`config.mk`:
```
export PLATFORM = sky130hd
export DESIGN_NAME = data_mem_ctrl
export DESIGN_NICKNAME = d
export VERILOG_FILES = /design/src/rtl/data_mem_ctrl.sv
export SDC_FILE = /design/constraint.sdc
export NUM_CORES = 1
export LEC_CHECK = 0
export ABC_AREA = 1
export ABC_CLOCK_PERIOD_IN_PS = 1800
export CORE_ASPECT_RATIO = 0.8
export CORE_MARGIN = 3
export CORE_UTILIZATION = 28
export DETAILED_ROUTE_END_ITERATION = 8
export PLACE_DENSITY = 0.6
export SYNTH_ARGS = -nofsm -noshare
export SYNTH_HDL_FRONTEND = slang
export SYNTH_SLANG_ARGS = --single-unit
export TNS_END_PERCENT = 10
```
`constraint.sdc`:
```
create_clock -name clk -period 1.8 [get_ports clk]
set_input_delay 0.18 -clock clk [delete_from_list [all_inputs] [get_ports clk]]
set_output_delay 0.18 -clock clk [all_outputs]
set_load 0.03 [all_outputs]
```
`src/rtl/data_mem_ctrl.sv`:
```
// Data RAM initiator: one load/store per request, optional pointer indirection, ready timeout.
// Define DATA_MEM_CTRL_HW_INDIRECT_EN to let the RAM resolve pointers on indirect loads.
module data_mem_ctrl #(
  parameter int width   = 16,
  parameter int length  = 8,
  parameter int TIMEOUT = 15
) (
  input  logic              clk,
  input  logic              clr,
  input  logic              req,
  input  logic              we,
  input  logic              indirect,
  input  logic [length-1:0] addr,
  input  logic [width-1:0]  wdata,
  output logic              busy,
  output logic              done,
  output logic              err,
  output logic [width-1:0]  rdata,
  output logic              mem_indirect,
  output logic              mem_we,
  output logic              mem_re,
  output logic [length-1:0] mem_addr,
  output logic [width-1:0]  mem_wdata,
  input  logic              mem_ready,
  input  logic [width-1:0]  mem_rdata
);

  typedef enum logic [2:0] {IDLE, RD_PTR, GAP, RD, WR, DONE} state_t;

  state_t            state_q, state_d;
  logic              we_q, we_d, to_q, to_d, busy_q, busy_d;
  logic [length-1:0] addr_q, addr_d;
  logic [width-1:0]  wdata_q, wdata_d, rdata_q, rdata_d;
  logic [7:0]        cnt_q, cnt_d;
  logic              done_q, err_q, mem_re_q, mem_we_q;
  logic [length-1:0] mem_addr_q;
  logic [width-1:0]  mem_wdata_q;
  logic              re_d, wr_d;
`ifdef DATA_MEM_CTRL_HW_INDIRECT_EN
  logic              hw_q, hw_d, mem_ind_q;
`endif

  always_comb begin
    state_d = state_q;
    we_d    = we_q;
    to_d    = to_q;
    busy_d  = busy_q;
    addr_d  = addr_q;
    wdata_d = wdata_q;
    rdata_d = rdata_q;
    cnt_d   = cnt_q;
`ifdef DATA_MEM_CTRL_HW_INDIRECT_EN
    hw_d    = hw_q;
`endif
    case (state_q)
      IDLE: begin
        // busy drops on the edge where done falls; acceptance needs busy already low
        if (done_q) busy_d = 1'b0;
        else if (req && !busy_q) begin
          busy_d  = 1'b1;
          we_d    = we;
          addr_d  = addr;
          wdata_d = wdata;
          cnt_d   = '0;
          to_d    = 1'b0;
`ifdef DATA_MEM_CTRL_HW_INDIRECT_EN
          hw_d    = indirect && !we;
          if (indirect && !we) state_d = RD;
          else if (indirect)   state_d = RD_PTR;
          else                 state_d = we ? WR : RD;
`else
          if (indirect) state_d = RD_PTR;
          else          state_d = we ? WR : RD;
`endif
        end
      end
      RD_PTR, RD: begin
        if (mem_ready) begin
          if (state_q == RD_PTR) begin
            addr_d  = mem_rdata[length-1:0];
            state_d = GAP;
          end else begin
            rdata_d = mem_rdata;
            state_d = DONE;
          end
        end else if (cnt_q == 8'(TIMEOUT - 1)) begin
          to_d    = 1'b1;
          state_d = DONE;
        end else begin
          cnt_d = cnt_q + 8'd1;
        end
      end
      GAP: begin
        cnt_d   = '0;
        state_d = we_q ? WR : RD;
      end
      WR:      state_d = DONE;
      DONE:    state_d = IDLE;
      default: state_d = IDLE;
    endcase
  end

  // RAM pins are registered from the next state so a phase starts on its entry edge
  assign re_d = (state_d == RD_PTR) || (state_d == RD);
  assign wr_d = (state_d == WR);

  always_ff @(posedge clk) begin
    if (clr) begin
      state_q     <= IDLE;
      we_q        <= 1'b0;
      to_q        <= 1'b0;
      busy_q      <= 1'b0;
      addr_q      <= '0;
      wdata_q     <= '0;
      rdata_q     <= '0;
      cnt_q       <= '0;
      done_q      <= 1'b0;
      err_q       <= 1'b0;
      mem_re_q    <= 1'b0;
      mem_we_q    <= 1'b0;
      mem_addr_q  <= '0;
      mem_wdata_q <= '0;
`ifdef DATA_MEM_CTRL_HW_INDIRECT_EN
      hw_q        <= 1'b0;
      mem_ind_q   <= 1'b0;
`endif
    end else begin
      state_q     <= state_d;
      we_q        <= we_d;
      to_q        <= to_d;
      busy_q      <= busy_d;
      addr_q      <= addr_d;
      wdata_q     <= wdata_d;
      rdata_q     <= rdata_d;
      cnt_q       <= cnt_d;
      done_q      <= (state_q == DONE);
      err_q       <= (state_q == DONE) && to_q;
      mem_re_q    <= re_d;
      mem_we_q    <= wr_d;
      mem_addr_q  <= (re_d || wr_d) ? addr_d : '0;
      mem_wdata_q <= wr_d ? wdata_d : '0;
`ifdef DATA_MEM_CTRL_HW_INDIRECT_EN
      hw_q        <= hw_d;
      mem_ind_q   <= (state_d == RD) && hw_d;
`endif
    end
  end

  assign busy      = busy_q;
  assign done      = done_q;
  assign err       = err_q;
  assign rdata     = rdata_q;
  assign mem_re    = mem_re_q;
  assign mem_we    = mem_we_q;
  assign mem_addr  = mem_addr_q;
  assign mem_wdata = mem_wdata_q;
`ifdef DATA_MEM_CTRL_HW_INDIRECT_EN
  assign mem_indirect = mem_ind_q;
`else
  assign mem_indirect = 1'b0;
`endif

endmodule
```
==> results.md <==
* Top-area cell type share of the netlist area at 0.493
* Critical Path AT at 1810 ps
* Initial antenna violation count at 0
* Antenna diodes at 0
* Layout Nets at 556
* Chip height at 104 um
* Critical Path End Type: flop
* CTS clk-pin slew, worst paths at 60 ps
* Post-synthesis register bit count at 82
* Initial drt markers at 228
* WL/cell at 12.9 um
* Clk pwr share at 0.288
* Seq pwr share at 0.346
* Vias per inst at 4.44
* Top FF cell, synth: dfxtp_1
* Worst vdd ir at 0.000774 V
* Sw Ratio at 0.355
* Post-layout min period at 1600 ps
* PnR worst setup slack at 203 ps
* CTS root buffer: clkbuf_16
* P_int at 4.13 mW
* Gate power share at 0.366
* Fmax at 626 MHz
* Num rows at 34
* CP startpoint kind: flop
* Setup CP Type: reg -> reg
* Clk_skew at 5.77 ps
* CTS Buf Count at 9
* Largest net degree at the start of global routing at 25
* EDFF count, synth at 0
* Commonest non-fill, non-tap cell in the layout: clkdlybuf4s50_1
* PD cells at 1340 mW/mm^2
* Setup WS pre-CTS at 36.2 ps
* Die ar. at 0.0132 mm^2
* Ys async rst share at 0
* Vias post-DR at 2916
* CTS resizes at 0
* P_leak at 1.91 nW
* CTS sink count at 82
* RD Place Congestion at 0.834
* CTS H-tree depth at 3
* Die width at 128 um
* Status: finished clean
* Pwr Total at 6.41 mW
* Area grow syn2layout at 43.8%
* Mapped Cells at 406
* Crit path max fanout at 24
* Dpl hpwl at 6.33 mm
* Switch Pwr at 2.28 mW
* Vias in the first global route at 2865
* Mean Syn Cell Area at 8.20 um^2
* Sequential share of the synthesized area at 0.493
* HP Class: in -> reg
* CTS tree: done
* Distinct cells, synth at 33
* Core area at 0.0112 mm^2
* CTS Buffer Depth at 2
* GRT Total Usage at 0.133
* Wirelength, routed at 8.45 mm
* Layout cells sized above 1 at 0.136
* Cell accounting for the most synthesized area: dfxtp_1
* Post CTS Setup Buffer Count at 0
* Cts hold-fix bufs at 0
* Fin. Hold Viols at 0
* Boundary Pins at 92
* RSZ-0062 raised after global routing: false
* Gr ovfl total at 0
* Ys Warns at 0
* Sum Neg Setup Slack at 0 ps
* Synthesized cell area at 0.00333 mm^2
* Most frequent cells in the layout: clkdlybuf4s50_1 (89), dfxtp_1 (81), nand2_1 (73), nor2_1 (73), a21oi_1 (35)
* Max cap viols at 0
* Period utilisation layout at 0.887
* Pins Over Slew Limit at 0
* Area contributors post-synth: dfxtp_1 (49%), nand2_1 (8.2%), nor2_1 (8.2%)
* Drc violations at 0
* I/O Buffers at 90
* Mapped Nets at 454
* Worst Path Required at 2010 ps
* Starting Density at 0.296
* DR pass1 iterations at 4
* Clk Latency, worst-skew pair at 340 ps
* # setup viols final at 0
* Antenna Nets Post-Route at 0
* Wire length of the first global-routing pass at 14.2 mm
## cell families after synthesis
logic type,synth area share
AO/OA/AOI/OAI,0.0846
flip-flops,0.493
AND/OR/NAND/NOR,0.295
adder cells (fa/ha/maj),0.00752
multiplexers,0.0481
buffers and inverters,0.0620
other,0.00113
XOR/XNOR,0.00790
## power by group through the flow
stage          Clock (mW)  Combinational [mW]  Sequential [mW]
6_report             1.85                2.35             2.22
5_1_grt              1.99                2.60             2.25
4_1_cts              1.91                2.36             2.22
3_5_place_dp            0                2.36             2.26
3_3_place_gp            0                2.32             2.25
2_1_floorplan           0                1.41             2.43
## cell type report
| cell class | count | area, um^2 |
|---|---|---|
| fillers | 1100 | 6440 |
| multi-input cells | 279 | 1480 |
| clock inverters | 4 | 48.8 |
| well taps | 144 | 180 |
| repair buffers | 108 | 1070 |
| clock buffers | 12 | 256 |
| flip-flops and latches | 82 | 1640 |
| inverters | 28 | 105 |
## state kept, by name, indices dropped and copies added (netlist names)
| name | count |
|---|---|
| busy | 1 |
| state_q | 3 |
| err | 1 |
| mem_addr | 8 |
| rdata | 16 |
| to_q | 1 |
| wdata_q | 16 |
| mem_we | 1 |
| mem_wdata | 16 |
| done | 1 |
| we_q | 1 |
| mem_re | 1 |
| addr_q | 8 |
| cnt_q | 8 |
## through the flow
step	cells	instance area [um^2]	hold WS (ps)	util
3_3_place_gp	641	4480	453	0.399
6_report	657	4790	274	0.426
2_1_floorplan	406	3330	340	-
3_5_place_dp	641	4480	457	0.399
5_1_grt	657	4790	318	0.426
4_1_cts	657	4780	275	0.426
## Yosys cell counts, drive strengths merged (2+ instances only)
cell	instances
a21oi	37
buf	8
clkbuf	9
dfxtp	82
ha	2
inv	28
mux2i	16
nand2	81
nand3	27
nand4	4
nor2	89
nor3	2
o21ai	12
o21bai	2
xor2	3
## worst max-delay path, cell delays in order, from the launching register on
cell     delay (ps)
dfxtp_1         380
nor2_2          190
nand2_2         100
nor2_4          160
buf_12          210
mux2i_1         360
nor2_1           60
## path summary, 6_finish.rpt
kind	start	endpoint	slack [ps]	cells past startpoint
worst max-delay path	state_q[0]	wdata_q[1]	200	6
worst min-delay path	clr	done	270	2
worst max register to register	state_q[0]	wdata_q[1]	200	6
worst min register to register	rdata[5]	rdata[5]	460	2
## layer usage
layer  up-vias  track usage  routed length, um
met3         9       0.0386                530
met1      1334        0.177               3950
li1       1500            -                  -
met5         -            0                  0
met4         0       0.0447                114
met2        73        0.206               3860
Note: power is estimated with default switching activity, not from simulation.
